## src/rtl/uart_pkg.sv

```systemverilog
// -----------------------------------------------------------------------------
// uart_pkg
// Constants shared by the UART blocks: the receiver, the RX byte FIFO and the
// TX byte FIFO all use the same data width and default buffer depth.
// -----------------------------------------------------------------------------
package uart_pkg;

   // Width of one UART character as seen by the buffers.
   localparam int UART_DATA_W       = 8;

   // Default number of entries in the receive FIFO (power of two).
   localparam int UART_RXFIFO_DEPTH = 16;

endpackage : uart_pkg

```

## src/rtl/sync_fifo_mem.sv

```systemverilog
// -----------------------------------------------------------------------------
// sync_fifo_mem
// DEPTH x W register array with one synchronous write port and one
// asynchronous (combinational) read port. Used as the storage of the RX and TX
// byte FIFOs; all pointer and flag bookkeeping lives in the owning FIFO.
//
// Ports:
//   clk      in   1   write clock, rising edge
//   i_we     in   1   write enable
//   i_waddr  in   AW  write address
//   i_wdata  in   W   write data
//   i_raddr  in   AW  read address
//   o_rdata  out  W   contents of entry i_raddr, combinational
// -----------------------------------------------------------------------------
module sync_fifo_mem #(
   parameter  int DEPTH = 16,
   parameter  int W     = 8,
   localparam int AW    = $clog2(DEPTH)
) (
   input  logic          clk,
   input  logic          i_we,
   input  logic [AW-1:0] i_waddr,
   input  logic [W-1:0]  i_wdata,
   input  logic [AW-1:0] i_raddr,
   output logic [W-1:0]  o_rdata
);

   logic [W-1:0] r_mem [DEPTH];

   // NOTE: the array has no reset on purpose; an entry is only ever read after
   // it has been written, so clearing it would buy nothing and would turn cheap
   // storage into resettable flops.
   always_ff @(posedge clk) begin
      if (i_we) begin
         r_mem[i_waddr] <= i_wdata;
      end
   end

   assign o_rdata = r_mem[i_raddr];

endmodule : sync_fifo_mem

```

## src/rtl/uart_rx_fifo.sv

```systemverilog
// -----------------------------------------------------------------------------
// uart_rx_fifo
// Receive-side byte buffer behind the UART receiver. Every rx_done strobe
// pushes rx_data into a first-word fall-through FIFO; the consumer drains it
// over a valid/ready handshake. Also reports fill level, full/empty, a sticky
// overflow flag and a level/overflow interrupt.
//
// Ports:
//   clk           in   1     system clock, rising edge
//   resetn        in   1     synchronous active-low reset
//   rx_data       in   8     received byte, sampled when rx_done=1
//   rx_done       in   1     push strobe, one cycle per byte
//   rd_data       out  8     head-of-queue byte (8'h00 while empty)
//   rd_valid      out  1     FIFO holds at least one byte
//   rd_ready      in   1     consumer accepts; pop when rd_valid && rd_ready
//   count         out  AW+1  number of stored bytes, 0..DEPTH
//   full          out  1     count == DEPTH
//   empty         out  1     count == 0
//   overflow      out  1     sticky: a byte was dropped while full
//   overflow_clr  in   1     clears overflow (a same-cycle drop wins)
//   irq_thresh    in   AW+1  level interrupt threshold, 0 disables
//   irq           out  1     level interrupt OR overflow
// -----------------------------------------------------------------------------
module uart_rx_fifo
   import uart_pkg::*;
#(
   parameter  int DEPTH = UART_RXFIFO_DEPTH,
   localparam int AW    = $clog2(DEPTH)
) (
   input  logic                   clk,
   input  logic                   resetn,
   input  logic [UART_DATA_W-1:0] rx_data,
   input  logic                   rx_done,
   output logic [UART_DATA_W-1:0] rd_data,
   output logic                   rd_valid,
   input  logic                   rd_ready,
   output logic [AW:0]            count,
   output logic                   full,
   output logic                   empty,
   output logic                   overflow,
   input  logic                   overflow_clr,
   input  logic [AW:0]            irq_thresh,
   output logic                   irq
);

   localparam logic [AW:0]   C_FULL_COUNT = (AW+1)'(DEPTH);
   localparam logic [AW:0]   C_COUNT_ONE  = (AW+1)'(1);
   localparam logic [AW-1:0] C_PTR_ONE    = AW'(1);

   // State
   logic [AW-1:0] r_wr_ptr;
   logic [AW-1:0] r_rd_ptr;
   logic [AW:0]   r_count;
   logic          r_overflow;

   // Per-cycle decisions
   logic                   w_full;
   logic                   w_empty;
   logic                   w_pop;
   logic                   w_push;
   logic                   w_drop;
   logic                   w_mem_we;
   logic                   w_thresh_hit;
   logic [UART_DATA_W-1:0] w_mem_rdata;

   assign w_full  = (r_count == C_FULL_COUNT);
   assign w_empty = (r_count == '0);

   // A pop frees a slot in the same cycle, so a full FIFO can still take a
   // byte when the consumer is draining; only a push into a full FIFO with no
   // simultaneous pop is dropped.
   assign w_pop  = !w_empty && rd_ready;
   assign w_push = rx_done && (!w_full || w_pop);
   assign w_drop = rx_done && w_full && !w_pop;

   // Keep the array untouched during a reset cycle so that an rx_done
   // coinciding with reset leaves no trace.
   assign w_mem_we = w_push && resetn;

   sync_fifo_mem #(
      .DEPTH (DEPTH),
      .W     (UART_DATA_W)
   ) u_mem (
      .clk     (clk),
      .i_we    (w_mem_we),
      .i_waddr (r_wr_ptr),
      .i_wdata (rx_data),
      .i_raddr (r_rd_ptr),
      .o_rdata (w_mem_rdata)
   );

   // NOTE: sequential state uses non-blocking assignments only, so every
   // register samples the pre-edge values and block ordering cannot matter.
   always_ff @(posedge clk) begin
      if (!resetn) begin
         r_wr_ptr   <= '0;
         r_rd_ptr   <= '0;
         r_count    <= '0;
         r_overflow <= 1'b0;
      end else begin
         // Pointers wrap modulo DEPTH through natural AW-bit overflow.
         if (w_push) begin
            r_wr_ptr <= r_wr_ptr + C_PTR_ONE;
         end
         if (w_pop) begin
            r_rd_ptr <= r_rd_ptr + C_PTR_ONE;
         end

         case ({w_push, w_pop})
            2'b10:   r_count <= r_count + C_COUNT_ONE;
            2'b01:   r_count <= r_count - C_COUNT_ONE;
            default: r_count <= r_count;
         endcase

         // Set has priority over clear so a drop is never lost.
         if (w_drop) begin
            r_overflow <= 1'b1;
         end else if (overflow_clr) begin
            r_overflow <= 1'b0;
         end
      end
   end

   // The array is not reset, so the head is forced to zero while empty to
   // give a defined rd_data after reset.
   assign rd_data  = w_empty ? '0 : w_mem_rdata;
   assign rd_valid = !w_empty;
   assign count    = r_count;
   assign full     = w_full;
   assign empty    = w_empty;
   assign overflow = r_overflow;

   assign w_thresh_hit = (irq_thresh != '0) && (r_count >= irq_thresh);
   assign irq          = w_thresh_hit || r_overflow;

endmodule : uart_rx_fifo

```

## config.mk

```make
export PLATFORM = sky130hd
export DESIGN_NAME = uart_rx_fifo
export DESIGN_NICKNAME = d
export VERILOG_FILES = /design/src/rtl/uart_pkg.sv /design/src/rtl/sync_fifo_mem.sv /design/src/rtl/uart_rx_fifo.sv
export SDC_FILE = /design/constraint.sdc
export NUM_CORES = 1
export LEC_CHECK = 0
export CAP_MARGIN = 20
export CORE_MARGIN = 5
export CORE_UTILIZATION = 59
export DETAILED_ROUTE_END_ITERATION = 10
export PLACE_DENSITY = 0.77
export SYNTH_ARGS = -nofsm -noshare
export SYNTH_HDL_FRONTEND = slang
export SYNTH_SLANG_ARGS = --single-unit
```

## constraint.sdc

```tcl
create_clock -name clk -period 2.9 [get_ports clk]
set_input_delay 0.435 -clock clk [delete_from_list [all_inputs] [get_ports clk]]
set_output_delay 0.435 -clock clk [all_outputs]
set_load 0.005 [all_outputs]
```

Word-level counts from Yosys, hierarchy flattened

Memories as Yosys holds them, arrays and structs flattened. A register that Yosys moved wholly into a read port is not among the register bits.
Index checks and enable logic that the tools add are counted.

Logic and storage cells: 36
Memories kept: 1
Bits in writable memories: 128
Register bits after elaboration: 14
Output and inout bits: 18

Memories:

| memory      | depth | bits a word | read ports | clocked after memory_dff | wr ports | line                | text |
|---|---|---|---|---|---|---|---|
| u_mem.r_mem | 16    | 8           | 1          | 1                        | 1        | sync_fifo_mem.sv:28 | `logic [W-1:0] r_mem [DEPTH];` |

Muxes and demuxes: 8
Reduce and logical (&&, ||, !) cells: 15
Add/subtract/negate cells: 4
Magnitude comparators: 1
Eq/ne operators: 3

Operators with widths:

| cell                                              | number |
|---|---|
| case mux 5 bit (2 select lines)                   | 1 |
| adder 4 x 1 -> 4 bit (second input constant)      | 2 |
| two-way mux 4 bit                                 | 2 |
| two-way mux 8 bit                                 | 1 |
| logical AND 1 bit                                 | 6 |
| adder 5 x 1 -> 5 bit (second input constant)      | 1 |
| == test 5 bit (second input constant)             | 1 |
| greater-or-equal comparator 5 bit                 | 1 |
| zero test 5 bit                                   | 1 |
| nonzero test 5 bit                                | 1 |
| subtractor 5 x 1 -> 5 bit (second input constant) | 1 |
| two-way mux 1 bit                                 | 4 |
| nonzero test 2 bit                                | 2 |
| zero test 1 bit                                   | 3 |
| == test 2 x 1 -> 1 bit (second input constant)    | 1 |
| == test 2 bit (second input constant)             | 1 |
| logical OR 1 bit                                  | 2 |

Longest topological paths before layout

Gate-level depths: netlist (run 1).

Depth in word-level cells: 8
Depth in mapped cells: 9
Mapped depth without buffers: 9

Cells and area by module

Synthesis (run 1) repeated with hierarchy kept, for this count alone.

Cell total of the unflattened synthesis: 340
Area, all modules: 5,945.7 um^2

Modules (own cells, without submodules):

| module        | cells an instance | area each (um^2) | instances |
|---|---|---|---|
| sync_fifo_mem | 221               | 4,987.3          | 1 |
| uart_rx_fifo  | 119               | 958.4            | 1 |

Worst setup path before layout (run 1)

No wires, ideal clock.

Path type: reg-to-reg
Start: register r_count[1] (netlist: count[1])
End: register r_count[4] (netlist: count[4])
Setup time: 0.070 ns
Required time: 2.830 ns
Path buffers: 0
Cell stages (with the launch flop): 10
Arrival: 2.174 ns
Slack: 0.657 ns
Cell sequence: dfxtp_1 -> nor4_4 -> a21oi_1 -> xor2_1 -> ha_1 -> or3_1 -> a21oi_1 -> nand2_1 -> a21o_1 -> a21oi_1

Longest elaborated chain between the ends: 7
Elaborated cells on any way between the ends: 13
Those cells by class: 2 x add/sub; 3 x eq/ne; 1 x mux; 7 x reduce/logical

RTL lines:

| what                                                                  | line                | text |
|---|---|---|
| start, declared                                                       | uart_rx_fifo.sv:53  | `logic [AW:0] r_count;` |
| start signal, assigned                                                | uart_rx_fifo.sv:110 | `2'b10: r_count <= r_count + C_COUNT_ONE;` |
| start signal, assigned                                                | uart_rx_fifo.sv:111 | `2'b01: r_count <= r_count - C_COUNT_ONE;` |
| start signal, assigned                                                | uart_rx_fifo.sv:112 | `default: r_count <= r_count;` |
| zero test 5 bit                                                       | uart_rx_fifo.sv:67  | `assign w_empty = (r_count == '0);` |
| zero test 1 bit                                                       | uart_rx_fifo.sv:72  | `assign w_pop = !w_empty && rd_ready;` |
| logical AND 1 bit                                                     | uart_rx_fifo.sv:72  |  |
| logical OR 1 bit                                                      | uart_rx_fifo.sv:73  | `assign w_push = rx_done && (!w_full \|\| w_pop);` |
| logical AND 1 bit                                                     | uart_rx_fifo.sv:73  |  |
| == test 2 x 1 -> 1 bit or == test 2 bit (tied branches)               | uart_rx_fifo.sv:109 | `case ({w_push, w_pop})` |
| case mux 5 bit (2 select lines) or nonzero test 2 bit (tied branches) | -                   |  |

Several ways; a longest one is shown, not always the timed one.
A chain may end at the register's enable or synchronous reset.

==> summary.txt, run 1 <==
Timing
  • Setup repair after global routing missed its margin: yes
  • Upper clock frequency limit: 0.328 GHz
  • Worst Hold Slack: 0.541 ns
  • Ratio of final minimum period to clock period: 105%
  • Worst slew pin tran: 0.558 ns
  • Final WS setup: -0.148 ns
  • Fin. max-slew vios: 0
  • Number of hold-slack violations in the final timing report: 0
  • Post-layout min period: 3.05 ns
  • Headroom to the max-slew limit: 62.7%
  • # setup viols final: 7
  • Setup Skew: 0.0104 ns

Die
  • Die H: 110 um
  • Boundary Pins: 36
  • Width of the die: 110 um
  • Die area: 0.0122 mm2
  • Number of core rows: 36
  • Placeable core region: 0.00982 mm2
  • Starting density of the core: 60.6%

Setup path
  • Worst endpoint data arrival time: 2.61 ns
  • Data required time of the critical path: 2.47 ns
  • Maximum fanout along the worst path: 5
  • Startpoint type of the worst setup path: flop
  • Type of destination of the critical path: output port
  • Register-to-Register Setup Slack: 0.56 ns
  • Setup Crit Path Kind: flop to output port

Pwr
  • Pwr Density: 843 mW/mm2
  • Static leakage: 2.59 nW
  • Highest ir drop seen on vdd: 0.762 mV

CTS
  • TritonCTS Buffers: 17
  • Hold buffer count at cts: 0
  • Clock tree from TritonCTS: built
  • Clk sinks: 146
  • Clk slew on worst S/H paths: 0.06 ns
  • Clock tree root buffer cell: sky130_fd_sc_hd__clkbuf_8
  • H-tree depth: 4
  • Skew-Pair Late Insertion Delay: 0.53 ns
  • Clock tree buffer depth: 2

Logic synthesis
  • Warnings, synthesis: 0
  • Cells after Synth: 321
  • Area share of the largest cell type after synthesis: 64.6%
  • Top cell type by total area after synthesis: sky130_fd_sc_hd__edfxtp_1
  • Number of storage elements in the synthesis netlist: 146
  • Syn Area/Cell: 18.5 um2
  • Count of unique library cells instantiated by Yosys: 31
  • Most area-consuming cells after synthesis: sky130_fd_sc_hd__edfxtp_1 65%, sky130_fd_sc_hd__mux4_2 15%, sky130_fd_sc_hd__dfxtp_1 6.1%, sky130_fd_sc_hd__ha_1 2.5%, sky130_fd_sc_hd__nor2_1 2.0%
  • Post-Syn Nets: 351
  • Post-synthesis cell area: 0.00595 mm2
  • Fraction of the yosys area taken by sequential cells: 70.7%

Cells and area
  • Area taken by flip-flops and latches: 0.00421 mm2
  • Footprint of the multi-input gates: 0.00168 mm2
  • Fraction of final layout cells sized beyond drive strength 1: 31.3%
  • Core utilization of the finished layout: 75.7%
  • Layout fillers: 568
  • Area added between synthesis and finish: 25.0%
  • Number of nets at the end of the flow: 433
  • Diodes inserted: 0

Placed design
  • Post-Place Setup Slack: -0.109 ns
  • Gp weighted congestion: 0.868
  • IO Port Bufs: 35
  • HPWL reported at the end of detailed placement: 7.57 mm

Route
  • Via-per-instance ratio: 6.00
  • Average routed wire per standard cell: 23.3 um
  • Detailed-route DRC error count: 0
  • Total wire length after detailed routing: 12.8 mm
  • Remaining antenna violation count after routing: 0
  • Count of vias placed by the detailed router: 3,294
  • Total iterations of the first detailed-routing run: 5
  • Detailed Route Iter0 Violations: 232

Outcome
  • Violations in the final reports: negative setup slack
  • Outcome: finished, violations left

Global routing
  • Antenna violations before repair: 0
  • Aggregate global routing overflow: 0
  • Largest net degree at the start of global routing: 33
  • Tot GR Track Use: 24.1%
  • Vias in the first global route: 3,485
  • Wire length of the first global-routing pass: 20.0 mm

Job
  • Max-cap check violation count: 0

Hold path
  • Classification of the worst-slack hold path: flop to flop
==> synthesized netlist by cell type <==
cell type,count
sky130_fd_sc_hd__a2111oi_0,1
sky130_fd_sc_hd__clkbuf_1,2
sky130_fd_sc_hd__or3_1,2
sky130_fd_sc_hd__nor3_1,3
sky130_fd_sc_hd__a211oi_1,1
sky130_fd_sc_hd__inv_1,12
sky130_fd_sc_hd__xor2_1,6
sky130_fd_sc_hd__nand4b_1,1
sky130_fd_sc_hd__nor4_4,1
sky130_fd_sc_hd__a21oi_1,6
sky130_fd_sc_hd__nand2_1,12
sky130_fd_sc_hd__o21ai_0,1
sky130_fd_sc_hd__nand3b_1,2
sky130_fd_sc_hd__nand2b_1,4
sky130_fd_sc_hd__dfxtp_1,18
sky130_fd_sc_hd__buf_1,4
sky130_fd_sc_hd__buf_6,3
sky130_fd_sc_hd__xnor2_1,3
sky130_fd_sc_hd__mux2i_1,4
sky130_fd_sc_hd__a21o_1,5
sky130_fd_sc_hd__buf_2,1
sky130_fd_sc_hd__mux2_2,1
sky130_fd_sc_hd__edfxtp_1,128
sky130_fd_sc_hd__nand4_1,2
sky130_fd_sc_hd__or4_1,1
sky130_fd_sc_hd__ha_1,12
sky130_fd_sc_hd__and2_1,9
sky130_fd_sc_hd__a31oi_2,1
sky130_fd_sc_hd__nand3_1,3
sky130_fd_sc_hd__nor2_1,32
sky130_fd_sc_hd__mux4_2,40
==> final timing paths <==
kind                                                from                  endpoint  depth (start not counted)
worst min register to register  r_rd_ptr[3]$_SDFFE_PN0N_  r_rd_ptr[3]$_SDFFE_PN0N_                          2
worst min-delay path            r_rd_ptr[3]$_SDFFE_PN0N_  r_rd_ptr[3]$_SDFFE_PN0N_                          2
worst max register to register     count[2]$_SDFFE_PN0P_     count[4]$_SDFFE_PN0P_                          9
worst max-delay path                                flop                rd_data[6]                          7
==> sequential cells by signal, summed over array words and instances (netlist names), named ones only <==
name / cells
u_mem.r_mem: 128
r_wr_ptr: 4
overflow: 1
count: 5
r_rd_ptr: 4
==> worst max-delay path, stage by stage, from the launching register on <==
cell and delay [ns]:
sky130_fd_sc_hd__dfxtp_4 0.41, sky130_fd_sc_hd__buf_12 0.13, sky130_fd_sc_hd__buf_16 0.11, sky130_fd_sc_hd__buf_12 0.11, sky130_fd_sc_hd__mux4_2 0.55, sky130_fd_sc_hd__mux4_2 0.50, sky130_fd_sc_hd__and2_4 0.18, sky130_fd_sc_hd__buf_6 0.11
==> per-stage QoR <==
stage	cells	instance area (um2)	power, mW	TNS, ns
after floorplan	321	5950	3.31	0
after global placement	503	6610	3.88	-0.0713
after detailed placement	503	6610	3.90	-0.109
after CTS	548	7390	6.18	-0.604
after global routing	549	7430	6.57	-1.11
final	549	7430	6.26	-0.515
==> area by class of cell <==
cell class                 count  share of cell area, %
multi-input combinational    153                   22.6
tap                          133                   2.24
inverter                      12                  0.606
sequential                   146                   56.7
timing repair buffer          73                   10.1
clock inverter                 8                  0.960
clock buffer                  24                   6.77
==> layout by cell type, fill, tap and decap left out, types with 2 or more instances in the layout <==
cell type / Yosys / routed
sky130_fd_sc_hd__inv_1: 12 / 12
sky130_fd_sc_hd__nor3_1: 3 / 3
sky130_fd_sc_hd__nor2_1: 32 / 32
sky130_fd_sc_hd__nand3b_1: 2 / 2
sky130_fd_sc_hd__ha_1: 12 / 12
sky130_fd_sc_hd__a21oi_1: 6 / 6
sky130_fd_sc_hd__clkbuf_8: 0 / 3
sky130_fd_sc_hd__buf_6: 3 / 10
sky130_fd_sc_hd__mux2i_1: 4 / 4
sky130_fd_sc_hd__and2_4: 0 / 7
sky130_fd_sc_hd__inv_4: 0 / 2
sky130_fd_sc_hd__clkinv_2: 0 / 4
sky130_fd_sc_hd__dfxtp_4: 0 / 2
sky130_fd_sc_hd__nand2b_1: 4 / 3
sky130_fd_sc_hd__clkbuf_1: 2 / 3
sky130_fd_sc_hd__a21o_1: 5 / 5
sky130_fd_sc_hd__clkbuf_16: 0 / 18
sky130_fd_sc_hd__buf_8: 0 / 2
sky130_fd_sc_hd__and2_1: 9 / 2
sky130_fd_sc_hd__xnor2_1: 3 / 3
sky130_fd_sc_hd__nand2_1: 12 / 11
sky130_fd_sc_hd__dfxtp_1: 18 / 16
sky130_fd_sc_hd__xor2_1: 6 / 6
sky130_fd_sc_hd__or3_1: 2 / 2
sky130_fd_sc_hd__mux4_2: 40 / 40
sky130_fd_sc_hd__buf_16: 0 / 2
sky130_fd_sc_hd__nand3_1: 3 / 3
sky130_fd_sc_hd__buf_2: 1 / 2
sky130_fd_sc_hd__nand4_1: 2 / 2
sky130_fd_sc_hd__clkdlybuf4s50_1: 0 / 26
sky130_fd_sc_hd__buf_12: 0 / 4
sky130_fd_sc_hd__edfxtp_1: 128 / 128
sky130_fd_sc_hd__buf_4: 0 / 26
==> routing by layer <==
metal	global-route usage, %	vias up	wire length, um
li1	-	1428	-
met1	30.8	1687	5010
met2	39.6	157	6580
met3	6.99	22	950
met4	9.15	0	267
met5	0	-	0
==> timing repair <==
item / 4_1_cts / 5_1_grt
gates resized for setup: 53 / 12
gates cloned: 3 / 0
buffers inserted: 11 / 2
endpoints found under the setup margin: 9 / 9
pin swaps: 0 / 3
==> cell families (layout without fill, tap and decap cells) <==
logic type | count (synthesis) | after routing | share of synthesized area [%]
DFF | 146 | 146 | 70.7
and+or+nand+nor | 72 | 72 | 5.95
muxes | 45 | 45 | 16.0
buffers and inverters | 22 | 117 | 1.79
AOI/OAI and AO/OA | 15 | 15 | 1.70
adders and majority gates | 12 | 12 | 2.52
xor gates and xnor gates | 9 | 9 | 1.33
==> power breakdown <==
| part | internal (mW) | switching, mW | total [mW] | leakage (nW) |
|---|---|---|---|---|
| Combinational | 1.02 | 0.711 | 1.73 | 1.00 |
| Sequential | 2.36 | 0.0939 | 2.45 | 1.30 |
| Clock | 1.28 | 0.798 | 2.08 | 0.290 |
| Total | 4.66 | 1.60 | 6.26 | 2.59 |
No activity file was read; power rests on OpenSTA's default activity.
==> run 2: changes to the inputs <==
--- a/config.mk
+++ b/config.mk
@@ -8,6 +8,7 @@
 export CAP_MARGIN = 20
 export CORE_MARGIN = 5
 export CORE_UTILIZATION = 59
+export CTS_CLUSTER_SIZE = 8
 export DETAILED_ROUTE_END_ITERATION = 10
 export PLACE_DENSITY = 0.77
 export SYNTH_ARGS = -nofsm -noshare
==> results of run 2 <==
Final layout, timing and power as in run 1 (identical DEF).
==> run 3: changes to the inputs <==
--- a/config.mk
+++ b/config.mk
@@ -11,6 +11,7 @@
 export CTS_CLUSTER_SIZE = 8
 export DETAILED_ROUTE_END_ITERATION = 10
 export PLACE_DENSITY = 0.77
+export SETUP_SLACK_MARGIN = 0.1
 export SYNTH_ARGS = -nofsm -noshare
 export SYNTH_HDL_FRONTEND = slang
 export SYNTH_SLANG_ARGS = --single-unit
==> run 3 against run 2 <==
Setup slack improved by 0.015 ns; the flow still finishes with violations (negative setup slack); maximum frequency up 0.48%; combinational power up 2%; final area is 0.34% higher; wire length increased by 0.11%; utilization is 0.25 points higher; global-route usage did not move; sequential power hardly changed; worst hold slack got worse by 0.0014 ns; non-clock buffer count is 3 higher; sequential cell count is the same.
==> summary.txt, run 3 (synthesis results as in run 1) <==
Die
  • Number of core rows: 36 (unchanged)
  • Width of the die: 110 um (unchanged)
  • Die area: 0.0122 mm2 (unchanged)
  • Placeable core region: 0.00982 mm2 (unchanged)
  • Die H: 110 um (unchanged)
  • Boundary Pins: 36 (unchanged)
  • Starting density of the core: 60.6% (unchanged)

Global routing
  • Grt met1 use: 30.8% (+0.041 points)
  • Busiest layer in global routing: met2
  • Vias in the first global route: 3,480 (-0.14%)
  • Wire length of the first global-routing pass: 20.0 mm (about the same)
  • Aggregate global routing overflow: 0 (unchanged)
  • Largest net degree at the start of global routing: 33 (unchanged)
  • Tot GR Track Use: 24.1% (unchanged)
  • Antenna violations before repair: 0 (unchanged)
  • Global routing usage on met2: 39.5% (-0.043 points)
  • M3 GR Usage: 6.99% (unchanged)

Timing
  • # setup viols final: 7 (unchanged)
  • Fin. max-slew vios: 0 (unchanged)
  • Post-layout min period: 3.03 ns (-0.0147 ns)
  • Upper clock frequency limit: 0.330 GHz (+0.48%)
  • Number of hold-slack violations in the final timing report: 0 (unchanged)
  • Setup repair after global routing missed its margin: yes
  • Setup_tns: -0.518 ns (-0.00307 ns)
  • Ratio of final minimum period to clock period: 105% (-0.51 points)
  • Worst slew pin tran: 0.581 ns (+0.0225 ns)
  • Setup Skew: 0.0100 ns (-0.000410 ns)
  • Headroom to the max-slew limit: 61.2% (-1.5 points)
  • Final WS setup: -0.133 ns (+0.0147 ns)

Pwr
  • Pwr Density: 846 mW/mm2 (+0.43%)
  • Static leakage: 2.61 nW (+0.60%)
  • Highest ir drop seen on vdd: 0.826 mV (+8.3%)

CTS
  • Skew-Pair Late Insertion Delay: 0.53 ns (about the same)
  • Clock tree from TritonCTS: built
  • Clock tree root buffer cell: sky130_fd_sc_hd__clkbuf_8
  • TritonCTS Buffers: 17 (unchanged)
  • Clk slew on worst S/H paths: 0.06 ns (about the same)
  • Clock tree buffer depth: 2 (unchanged)
  • H-tree depth: 4 (unchanged)
  • Clk sinks: 146 (unchanged)

Setup path
  • Type of destination of the critical path: output port
  • Maximum fanout along the worst path: 5 (unchanged)
  • CP endpoint: rd_data[6]
  • Register-to-Register Setup Slack: 0.46 ns (-0.10 ns)
  • Setup Crit Path Kind: flop to output port
  • Data required time of the critical path: 2.47 ns (about the same)
  • Depth of the worst register-to-register path: 6 (-3)
  • Worst endpoint data arrival time: 2.60 ns (about the same)
  • Capturing point of the worst reg2reg path: u_mem.r_mem[15][1]$_DFFE_PP_
  • Source of the worst register-to-register timing path: count[2]$_SDFFE_PN0P_
  • Startpoint type of the worst setup path: flop

Route
  • Total wire length after detailed routing: 12.8 mm (+0.11%)
  • Via-per-instance ratio: 5.96 (-0.60%)
  • Count of vias placed by the detailed router: 3,292 (-0.061%)
  • Total iterations of the first detailed-routing run: 5 (unchanged)
  • Detailed Route Iter0 Violations: 301 (+30%)
  • Average routed wire per standard cell: 23.2 um (-0.43%)
  • Detailed-route DRC error count: 0 (unchanged)
  • Remaining antenna violation count after routing: 0 (unchanged)

Cells and area
  • Most flops, register: u_mem.r_mem
  • Number of standard cells in the layout, taps in and fillers out: 552 (+0.55%)
  • Diodes inserted: 0 (unchanged)
  • Area added between synthesis and finish: 25.4%
  • Most common cell after layout, fill and taps aside: sky130_fd_sc_hd__edfxtp_1
  • Number of nets at the end of the flow: 436 (+0.69%)
  • Max FFs per register: 128 (unchanged)
  • Fraction of final layout cells sized beyond drive strength 1: 32.2% (+0.97 points)
  • Top library cells by usage in the layout, fill and taps aside: 128 x sky130_fd_sc_hd__edfxtp_1, 40 x sky130_fd_sc_hd__mux4_2, 32 x sky130_fd_sc_hd__nor2_1
  • Core utilization of the finished layout: 75.9% (+0.25 points)
  • Layout fillers: 566 (-0.35%)

Placed design
  • HPWL reported at the end of detailed placement: 7.57 mm (unchanged)
  • Gp weighted congestion: 0.868 (unchanged)
  • IO Port Bufs: 35 (unchanged)
  • Placed cells: 503 (unchanged)
  • Post-Place Setup Slack: -0.109 ns (unchanged)

Job
  • Max-cap check violation count: 0 (unchanged)

Hold path
  • Classification of the worst-slack hold path: flop to flop

Outcome
  • Violations in the final reports: negative setup slack
  • Outcome: finished, violations left
==> run 3: cell count changes in the layout (fill, tap and decap cells not counted), sizes merged <==
cell	change
buf	+4
dlygate4sd2	-1
==> run 3: through the flow <==
| stage | area [um2] | power, mW | hold slack, ns |
|---|---|---|---|
| after CTS | 7400 | 6.20 | 0.541 |
| after floorplan | 5950 | 3.31 | 0.485 |
| after global placement | 6610 | 3.88 | 0.517 |
| after global routing | 7460 | 6.61 | 0.569 |
| final | 7460 | 6.31 | 0.539 |
| after detailed placement | 6610 | 3.90 | 0.525 |
==> run 3: cell type report <==
class	instances	area (um2)	area share [%]
inverters	12	45.0	0.604
multi-input cells	153	1680	22.5
clock buffers	24	503	6.74
repair buffers	76	785	10.5
flip-flops and latches	146	4210	56.5
clock inverters	8	71.3	0.956
well taps	133	166	2.23
==> run 3: worst max-delay path: stages, from the launching register on <==
cell                      delay [ns]
sky130_fd_sc_hd__dfxtp_4        0.41
sky130_fd_sc_hd__buf_12         0.13
sky130_fd_sc_hd__buf_16         0.11
sky130_fd_sc_hd__buf_12         0.11
sky130_fd_sc_hd__mux4_2         0.55
sky130_fd_sc_hd__mux4_2         0.50
sky130_fd_sc_hd__and2_4         0.16
sky130_fd_sc_hd__buf_6          0.11
==> run 3: report_power, final <==
group / switching (mW) / total, mW / internal, mW
combinational: 0.724 / 1.77 / 1.05
clock: 0.798 / 2.08 / 1.28
sequential: 0.0953 / 2.46 / 2.36
==> run 3: per-layer routing <==
metal | part of all wire, % | wire length, um | vias up
met1 | 39 | 5020 | 1682
met2 | 51 | 6600 | 154
met5 | 0 | 0 | -
met4 | 1.9 | 242 | 0
met3 | 7.4 | 953 | 22
li1 | - | - | 1434
==> run 3: what timing repair did <==
item	CTS	global route
endpoints found under the setup margin	9	10
gates resized for setup	56	12
hold endpoints to repair	0	0
hold buffers	0	0
pin swaps	2	10
cloned	3	0
setup buffers	11	4
==> run 3: worst min-delay path by stage <==
stage / cells past startpoint / startpoint / endpoint
after global routing: 2 / r_rd_ptr[3]$_SDFFE_PN0N_ / r_rd_ptr[3]$_SDFFE_PN0N_
after floorplan: 2 / r_rd_ptr[3]$_SDFFE_PN0N_ / flop
final: 2 / overflow$_SDFFE_PN0P_ / overflow$_SDFFE_PN0P_
after detailed placement: 2 / overflow$_SDFFE_PN0P_ / overflow$_SDFFE_PN0P_
after global placement: 2 / r_rd_ptr[3]$_SDFFE_PN0N_ / flop
after CTS: 2 / r_rd_ptr[3]$_SDFFE_PN0N_ / r_rd_ptr[3]$_SDFFE_PN0N_
